**config.mk**
```make
export PLATFORM = sky130hd
export DESIGN_NAME = mxreg_write_arbiter_flat
export DESIGN_NICKNAME = d
export VERILOG_FILES = /design/src/rtl/mxreg_write_arbiter_pkg.sv /design/src/rtl/mxreg_write_arbiter_if.sv /design/src/rtl/mxreg_write_arbiter_rr_arbiter.sv /design/src/rtl/mxreg_write_arbiter.sv /design/src/flat_wrapper.sv
export SDC_FILE = /design/constraint.sdc
export NUM_CORES = 1
export LEC_CHECK = 0
export CAP_MARGIN = 20
export CORE_MARGIN = 2
export CORE_UTILIZATION = 35
export DETAILED_ROUTE_END_ITERATION = 16
export PLACE_DENSITY = 0.87
export REMOVE_ABC_BUFFERS = 1
export SETUP_SLACK_MARGIN = 0.05
export SLEW_MARGIN = 30
export SYNTH_ARGS = -nofsm -noshare
export SYNTH_HDL_FRONTEND = slang
export SYNTH_HIERARCHICAL = 1
export SYNTH_SLANG_ARGS = --single-unit
```
**constraint.sdc**
```tcl
create_clock -name clk -period 3.7 [get_ports clk]
set_input_delay 0.37 -clock clk [delete_from_list [all_inputs] [get_ports clk]]
set_output_delay 0.37 -clock clk [all_outputs]
set_load 0.01 [all_outputs]
```
**src/rtl/mxreg_write_arbiter_pkg.sv**
```systemverilog
// mx_regs_pkg: MX register bank load addresses, FLAGS slot and write request type
package mx_regs_pkg;
    localparam int MX_WL = 8;
    localparam logic [7:0] LD_A     = 8'h00;
    localparam logic [7:0] LD_B     = 8'h01;
    localparam logic [7:0] LD_C     = 8'h02;
    localparam logic [7:0] LD_D     = 8'h03;
    localparam logic [7:0] LD_R0    = 8'h0C;
    localparam logic [7:0] LD_R1    = 8'h0D;
    localparam logic [7:0] LD_R2    = 8'h0E;
    localparam logic [7:0] LD_R3    = 8'h0F;
    localparam logic [7:0] FLAGS_A  = 8'h10;
    localparam logic [7:0] FLAGS_D  = 8'h11;
    localparam logic [7:0] ADDR_MAX = 8'h11;
    localparam int FLAGS_IDX = 7;
    typedef struct packed {
        logic [7:0]       addr;
        logic [MX_WL-1:0] data;
        logic [MX_WL-1:0] flags;
    } mx_wr_req_t;
    function automatic logic is_flags_addr(input logic [7:0] a);
        return a == FLAGS_A || a == FLAGS_D;
    endfunction
endpackage

```
**src/rtl/mxreg_write_arbiter_if.sv**
```systemverilog
// mxreg_write_arbiter_if: requester side and bank write-port side of the MX write arbiter
interface mxreg_write_arbiter_if #(
    parameter int WORD_LENGTH = 8,
    parameter int DEPTH = 16,
    parameter int NREQ = 4
);
    logic [NREQ-1:0]                  req;
    logic [NREQ-1:0][7:0]             req_addr;
    logic [NREQ-1:0][WORD_LENGTH-1:0] req_data;
    logic [NREQ-1:0][WORD_LENGTH-1:0] req_flags;
    logic [NREQ-1:0]                  gnt;
    logic                             hold;
    logic [7:0]                       load_addr;
    logic                             load_en;
    logic [DEPTH-1:0][WORD_LENGTH-1:0] data_line;
    logic                             err;
    modport master(output req, req_addr, req_data, req_flags, hold,
                   input gnt, load_addr, load_en, data_line, err);
    modport slave(input req, req_addr, req_data, req_flags, hold,
                  output gnt, load_addr, load_en, data_line, err);
endinterface

```
**src/rtl/mxreg_write_arbiter_rr_arbiter.sv**
```systemverilog
// mx_rr_arbiter: round-robin one-hot grant; pointer moves past the winner on each transfer
module mx_rr_arbiter #(
    parameter int N = 4
) (
    input  logic                           clk,
    input  logic                           rst,
    input  logic [N-1:0]                   req,
    input  logic                           advance,
    input  logic                           hold,
    output logic [N-1:0]                   gnt,
    output logic [(N > 1 ? $clog2(N) : 1)-1:0] win
);
    localparam int W = N > 1 ? $clog2(N) : 1;
    logic [W-1:0] ptr;
    logic [W-1:0] cand;
    logic found;
    always_comb begin
        found = 1'b0;
        win = '0;
        cand = '0;
        for (int k = 0; k < N; k++) begin
            cand = W'((int'(ptr) + k) % N);
            if (!found && req[cand]) begin
                found = 1'b1;
                win = cand;
            end
        end
        gnt = (hold || rst || !found) ? '0 : N'(1) << win;
    end
    always_ff @(posedge clk) begin
        if (rst) ptr <= '0;
        else if (advance) ptr <= (int'(win) == N - 1) ? '0 : win + 1'b1;
    end
endmodule

```
**src/rtl/mxreg_write_arbiter.sv**
```systemverilog
// mxreg_write_arbiter: round-robin sharing of the MX bank write port with a registered write stage
module mxreg_write_arbiter
    import mx_regs_pkg::*;
#(
    parameter int WORD_LENGTH = 8,
    parameter int DEPTH = 16,
    parameter int NREQ = 4
) (
    input logic clk,
    input logic rst,
    mxreg_write_arbiter_if.slave bus
);
    localparam int W = NREQ > 1 ? $clog2(NREQ) : 1;
    logic [NREQ-1:0] gnt;
    logic [W-1:0] win;
    logic xfer;
    logic load_en, err;
    logic [7:0] load_addr;
    logic [WORD_LENGTH-1:0] wr_data, wr_flags;
    logic [DEPTH-1:0][WORD_LENGTH-1:0] data_line;
    mx_rr_arbiter #(.N(NREQ)) u_arb (
        .clk(clk), .rst(rst), .req(bus.req), .advance(xfer),
        .hold(bus.hold), .gnt(gnt), .win(win)
    );
    assign xfer = |(bus.req & gnt);
    always_ff @(posedge clk) begin
        if (rst) begin
            load_en <= 1'b0;
            load_addr <= '0;
            wr_data <= '0;
            wr_flags <= '0;
            err <= 1'b0;
        end else begin
            load_en <= xfer;
            if (xfer) begin
                load_addr <= bus.req_addr[win];
                wr_data <= bus.req_data[win];
                wr_flags <= bus.req_flags[win];
                err <= err | (bus.req_addr[win] > ADDR_MAX);
            end
        end
    end
    // Only the FLAGS slot differs, and only for the two flag-loading addresses
    always_comb begin
        data_line = '0;
        for (int k = 0; k < DEPTH; k++)
            data_line[k] = (k == FLAGS_IDX && is_flags_addr(load_addr)) ? wr_flags : wr_data;
    end
    assign bus.gnt = gnt;
    assign bus.load_en = load_en;
    assign bus.load_addr = load_addr;
    assign bus.data_line = data_line;
    assign bus.err = err;
endmodule
```
**src/flat_wrapper.sv**
```systemverilog
// flat-port wrapper written by rule: the top's interface ports become plain ports
module mxreg_write_arbiter_flat import mx_regs_pkg::*;
#(
    parameter int WORD_LENGTH = 8,
    parameter int DEPTH = 16,
    parameter int NREQ = 4
)
  (clk, rst, bus_req, bus_req_addr, bus_req_data, bus_req_flags, bus_hold, bus_gnt, bus_load_addr, bus_load_en, bus_data_line, bus_err);
  mxreg_write_arbiter_if #(.WORD_LENGTH(WORD_LENGTH), .DEPTH(DEPTH), .NREQ(NREQ)) bus_i ();
  input logic clk;
  input logic rst;
  input wire logic [$bits(bus_i.req)-1:0] bus_req;
  input wire logic [$bits(bus_i.req_addr)-1:0] bus_req_addr;
  input wire logic [$bits(bus_i.req_data)-1:0] bus_req_data;
  input wire logic [$bits(bus_i.req_flags)-1:0] bus_req_flags;
  input wire logic [$bits(bus_i.hold)-1:0] bus_hold;
  output wire logic [$bits(bus_i.gnt)-1:0] bus_gnt;
  output wire logic [$bits(bus_i.load_addr)-1:0] bus_load_addr;
  output wire logic [$bits(bus_i.load_en)-1:0] bus_load_en;
  output wire logic [$bits(bus_i.data_line)-1:0] bus_data_line;
  output wire logic [$bits(bus_i.err)-1:0] bus_err;
  assign bus_i.req = bus_req;
  assign bus_i.req_addr = bus_req_addr;
  assign bus_i.req_data = bus_req_data;
  assign bus_i.req_flags = bus_req_flags;
  assign bus_i.hold = bus_hold;
  assign bus_gnt = bus_i.gnt;
  assign bus_load_addr = bus_i.load_addr;
  assign bus_load_en = bus_i.load_en;
  assign bus_data_line = bus_i.data_line;
  assign bus_err = bus_i.err;
  mxreg_write_arbiter #(.WORD_LENGTH(WORD_LENGTH), .DEPTH(DEPTH), .NREQ(NREQ)) u_core (.clk(clk), .rst(rst), .bus(bus_i));
endmodule
```
* Word-level counts from Yosys, hierarchy flattened
Cells that the tools add are included.
W data, S select, Z words.
** Operators by class
- Equal/unequal tests :: 3
- Order comparisons :: 6
- Divide/modulo/power cells :: 0
- Bitwise operators :: 2
- Reduce and logical (&&, ||, !) cells :: 11
- $mul :: 0
- Multiplexer cells :: 25
- Add/sub/neg operators :: 4
- Shift operators :: 1
** Operator list (number)
- $bmux W8 S2 :: 3
- $mux W8 :: 4
- $eq A8 B5 Y1 const B :: 2
- $lt A2 B3 Y1 const B :: 5
- $mux W2 :: 5
- $bmux W1 S2 :: 4
- $gt A8 B5 Y1 const B :: 1
- $mux W1 :: 8
- $add A2 B1 Y2 const B :: 2
- $add A2 B2 Y2 const B :: 2
- $and A4 B4 Y4 :: 1
- $logic_not A1 Y1 :: 4
- $mux W4 :: 1
- $reduce_or A4 Y1 :: 1
- $shl A1 B2 Y4 const A :: 1
- $logic_and A1 B1 Y1 :: 3
- $logic_or A1 B1 Y1 :: 3
- $eq A2 B1 Y1 const B :: 1
- $or A1 B1 Y1 :: 1
** Storage, ports and cells
- Input port bits :: 103
- Logic and storage cells :: 58
- ROM bits :: 0
- Memories :: 0
- Bits in registers :: 28
- Bits in latches :: 0
- RAM bits :: 0
- Output and inout port bits :: 142

* Longest topological paths before layout
- Depth after elaboration :: 17
- Gate-level depth with buffers :: 10
- Gate-level depth less buffers :: 9

* Modules after synthesis
Netlist, hierarchy kept.
** By module, submodules not included
- mxreg_write_arbiter :: seq. area each 520.5 um^2, instances 1, area an instance 2578.7 um^2, cells each 272
- mx_rr_arbiter :: seq. area each 40.0 um^2, instances 1, area an instance 282.8 um^2, cells each 33

* Least setup slack after synthesis
OpenSTA, ideal clock, no wires.
- Path kind :: input port to flip-flop
- From :: in bus_req[0]
- To :: reg u_core.u_arb.ptr[0]
- Stages :: 10
- Data required time :: 3.608 ns
- Slack :: 1.186 ns
- Setup time :: 0.092 ns
- Arrival :: 2.422 ns
- Path buffers :: 1
- Cells stage by stage :: and2b_4 -> a2111oi_4 -> nor2_1 -> ha_1 -> and2_1 -> a22oi_1 -> buf_2 -> nand2_1 -> or2b_1 -> o32ai_1
** On the way
- Cells in the longest elaborated chain, start to end :: 17
- Elaborated cells between the ends (all ways) :: 31
- Those cells by class :: add/sub: 1; eq/ne: 1; shift: 1; mux: 18; bitwise: 1; reduce/logical: 9
** RTL lines
- from (decl) :: line flat_wrapper.sv:12 : input wire logic [$bits(bus_i.req)-1:0] bus_req;
- $bmux W1 S2 :: line mxreg_write_arbiter_rr_arbiter.sv:23 : if (!found && req[cand]) begin
- $mux W1 (implied by the code) :: line mxreg_write_arbiter_rr_arbiter.sv:23
- $mux W1 :: line mxreg_write_arbiter_rr_arbiter.sv:23
- $logic_not A1 Y1 :: line mxreg_write_arbiter_rr_arbiter.sv:23
- $logic_and A1 B1 Y1 :: line mxreg_write_arbiter_rr_arbiter.sv:23
- $mux W1 :: line mxreg_write_arbiter_rr_arbiter.sv:23
- $logic_not A1 Y1 :: line mxreg_write_arbiter_rr_arbiter.sv:23
- $logic_and A1 B1 Y1 :: line mxreg_write_arbiter_rr_arbiter.sv:23
- (+3 left out)
- $mux W1 :: line mxreg_write_arbiter_rr_arbiter.sv:23
- $logic_not A1 Y1 :: line mxreg_write_arbiter_rr_arbiter.sv:28 : gnt = (hold || rst || !found) ? '0 : N'(1) << win;
- $logic_or A1 B1 Y1 :: line mxreg_write_arbiter_rr_arbiter.sv:28
- $mux W4 (*) :: line mxreg_write_arbiter_rr_arbiter.sv:28
- net bus_gnt[2] :: line flat_wrapper.sv:17 : output wire logic [$bits(bus_i.gnt)-1:0] bus_gnt;
- $and A4 B4 Y4 (*) :: line mxreg_write_arbiter.sv:25 : assign xfer = |(bus.req & gnt);
- $reduce_or A4 Y1 (*) :: line mxreg_write_arbiter.sv:25
- net u_core.xfer :: line mxreg_write_arbiter.sv:16 : logic xfer;
- to (signal assigned) :: line mxreg_write_arbiter_rr_arbiter.sv:32 : else if (advance) ptr <= (int'(win) == N - 1) ? '0 : win + 1'b1;
- to (decl) :: line mxreg_write_arbiter_rr_arbiter.sv:14 : logic [W-1:0] ptr;
The timed path passes the listed nets; every way through them passes the cells marked *. The select of a mux whose other input is x is not followed.
A chain may end at the register's enable or synchronous reset.

* Worst setup path after layout
- From :: in bus_req[0]
- To :: reg u_core.load_addr[1] (netlist: u_core/bus.load_addr[1])
** On the way
- Elaborated cells between the ends (all ways) :: 30
- Those cells by class :: shift: 1; mux: 19; bitwise: 1; reduce/logical: 9
** RTL lines
- $bmux W1 S2 :: line mxreg_write_arbiter_rr_arbiter.sv:23
- $mux W1 (implied by the code) :: line mxreg_write_arbiter_rr_arbiter.sv:23
- $mux W1 :: line mxreg_write_arbiter_rr_arbiter.sv:23
- $logic_not A1 Y1 :: line mxreg_write_arbiter_rr_arbiter.sv:23
- $logic_and A1 B1 Y1 :: line mxreg_write_arbiter_rr_arbiter.sv:23
- $mux W1 :: line mxreg_write_arbiter_rr_arbiter.sv:23
- $logic_not A1 Y1 :: line mxreg_write_arbiter_rr_arbiter.sv:23
- $logic_and A1 B1 Y1 :: line mxreg_write_arbiter_rr_arbiter.sv:23
- $mux W1 :: line mxreg_write_arbiter_rr_arbiter.sv:23
- $logic_not A1 Y1 :: line mxreg_write_arbiter_rr_arbiter.sv:23
- $logic_and A1 B1 Y1 :: line mxreg_write_arbiter_rr_arbiter.sv:23
- $mux W2 (*) :: line mxreg_write_arbiter_rr_arbiter.sv:23
- net u_core.win[1] :: line mxreg_write_arbiter.sv:15 : logic [W-1:0] win;
- $shl A1 B2 Y4 :: line mxreg_write_arbiter_rr_arbiter.sv:28
- $mux W4 :: line mxreg_write_arbiter_rr_arbiter.sv:28
- $and A4 B4 Y4 :: line mxreg_write_arbiter.sv:25
- $reduce_or A4 Y1 :: line mxreg_write_arbiter.sv:25
- to (signal assigned) :: line mxreg_write_arbiter.sv:36 : load_addr <= bus.req_addr[win];
- to (decl) :: line mxreg_write_arbiter.sv:18 : logic [7:0] load_addr;
Marked as above.

==> flow_summary.yaml <==
outcome:
  outcome: "completed"
drt:
  wl_met3_um: 687
  wl_met1_um: 3320
  dr.first_iter.drc_count: 60
  remaining_drc_errors: 0
  viasPerCell: 4.98
  drt_pre_antenna_iters: 5
  wl_per_cell_um: 16.9
  antenna_left: 0
  drt_wl_total_um: 9030
  routed.top_layer: "met4"
  num_vias: 2656
  wl_met2_um: 4900
synth:
  yosys_warnings: 6
  yosysMostFrequentCell: "buf_4"
  syn_inst: 305
  synth_area_leaders: "buf_4, dfxtp_1, mux4_2"
  ys_top_cells_by_count: "buf_4, dfxtp_1, a21oi_1"
  synth-edff-count: 0
  avgSynthCellArea_um2: 9.38
  ys_seq_area_frac: 0.196
  mappedNetlistArea_um2: 2860
  synth.distinct_cells: 38
  synth-main-ff-cell: "dfxtp_1"
  ys_ff_latch: 28
  synth_largest_area_cell: "buf_4"
  async_flop_share: 0
  synth_top_area_share: 0.299
timing:
  relSlewSlack: 0.405
  hold_viol_final: 0
  fin_ws_ps: 481
  fin_crit_ps: 3220
  period_share: 0.870
  fin_worst_skew_ps: 2.81
  worst_slew_pin_slew_ps: 892
  drv_slew: 0
  totalNegativeSetupSlack_ps: 0
  finalSetupViolCount: 0
  rsz0062_at_grt: "false"
  fmaxAchievable_ghz: 0.311
place:
  dp_worst_setup_slack_ps: 260
  hpwl_um: 7080
  port_buffers: 244
  post_dp_cell_area_um2: 4550
  gp_congestion: 0.806
cells_and_area:
  nets: 539
  num_antenna_cells: 0
  finalInstanceArea_um2: 4600
  seq_area_um2: 561
  multi_input_area_um2: 1350
  drive_above_1_share: 0.0974
  nFillCells: 660
  area_growth_pct: 60.8
worst_setup_path:
  worstSetupPathType: "in2reg"
  cp_max_fo: 25
  crit_family: "compound AO/OA/AOI/OAI gates"
  critPathBufInv: 1
  worstPathCellList: "clkdlybuf4s50_1, and2b_4, nor2_1, o22a_1, ha_1, and2_1, a22o_1, o21ai_0, a21oi_1"
  cp_slowest_stage_delay_ps: 740
  start_kind: "input port"
  required_ps: 3900
  end_kind: "flip-flop"
  arrival_ps: 3420
  cp_slowest_cell: "a22o_1"
floorplanning:
  die-area_um2: 8920
  initial_core_util: 0.367
  dieHeight_um: 94.4
  core_um2: 7810
  io_pins: 245
  die_w_um: 94.4
  rows: 32
clock_tree:
  clkSinkCount: 28
  clk_latency_ps: 270
  cts_hold_buffers: 0
  clock_path_buffers: 2
  cts-root-buf: "clkbuf_8"
  htree_num_levels: 1
  cts_tree: "built"
  cts_made_buffers: 3
  cts_resized: 0
  post_cts_buffers: 0
  cts.clk_slew.worst_paths_ps: 100
power:
  p_sw_frac: 0.303
  switchingPower_uw: 345
  power_density_nw_per_um2: 247
  p_seq_frac: 0.315
  clockPowerShare: 0.166
  p_leak_uw: 0.00157
  p_comb_frac: 0.519
  ir_drop_v: 0.000154
  p_int_uw: 793
worst_hold_path:
  hold_class: "reg2reg"
global_routing:
  grt_pass1_wl_um: 12800
  gr-total-overflow: 0
  antenna_found_initial: 0
  grt_max_degree: 31
  grt_util_all_layers: 0.183
  grt_pass1_vias: 2574
run:
  drv_cap: 0
==> cells by family after synthesis <==
kind of cell / share of synthesized area
flops: 0.196
buf+inv: 0.333
simple gates: 0.0848
fa+ha+maj: 0.0175
mux: 0.231
compound gates: 0.138
==> tightest hold or removal path: cells and delay by family (launching register included) <==
kind               cells  cell delay [ps]
DFF                    1              320
and+or+nand+nor        1               60
AOI/OAI and AO/OA      1               50
==> metrics by stage <==
step / utilization / instances / total power [uW] / hold WS [ps]
3_5_place_dp: 0.582 / 529 / 960 / 461
3_3_place_gp: 0.582 / 529 / 944 / 451
6_report: 0.589 / 533 / 1140 / 470
4_1_cts: 0.589 / 533 / 1150 / 475
5_1_grt: 0.589 / 533 / 1200 / 494
2_1_floorplan: - / 176 / 591 / 435
==> registers in the layout (all words and copies together) (netlist names) <==
register	flops
u_core/bus.load_en	1
u_core/u_arb/ptr	2
u_core/wr_data	8
u_core/bus.err	1
u_core/wr_flags	8
u_core/bus.load_addr	8
==> worst paths after layout <==
check / from / to / slack [ps] / cells past startpoint
min: u_core/wr_flags[5] / u_core/wr_flags[5] / 470 / 2
min reg2reg: u_core/wr_flags[5] / u_core/wr_flags[5] / 470 / 2
max: bus_req[0] / u_core/bus.load_addr[1] / 480 / 9
max reg2reg: u_core/u_arb/ptr[1] / u_core/bus.load_addr[1] / 790 / 8
==> final cells by class <==
type,count,share of cell area
Inverter,3,0.00245
Timing Repair Buffer,251,0.542
Sequential cell,28,0.122
Clock buffer,4,0.0120
Tap cell,102,0.0277
Multi-Input combinational cell,145,0.294
==> power by group through the flow <==
stage / clock, uW / combinational (uW) / sequential, uW
final: 189 / 591 / 359
after detailed placement: 0 / 593 / 367
after global routing: 210 / 626 / 365
after global placement: 0 / 581 / 363
after floorplan: 0 / 182 / 410
after CTS: 200 / 595 / 360
==> cells in the final DEF, fill, tap and decap left out, types with 3 or more instances in the layout <==
cell / netlist / routed
clkdlybuf4s50_1: 0 / 244
dfxtp_1: 28 / 28
a21oi_1: 26 / 26
nand3_1: 24 / 24
o21ai_0: 24 / 24
mux4_2: 16 / 16
mux2_2: 8 / 8
mux4_1: 8 / 8
buf_4: 114 / 7
clkbuf_8: 0 / 4
nor2_1: 4 / 4
and2_1: 4 / 4
ha_1: 4 / 4
nor3_1: 3 / 3
==> metal layers <==
layer | up-vias | global-route usage
met5 | - | 0
met4 | 0 | 0.0411
met3 | 10 | 0.0335
met2 | 144 | 0.361
met1 | 1263 | 0.200
li1 | 1239 | -
(Power assumes the default switching activity.)
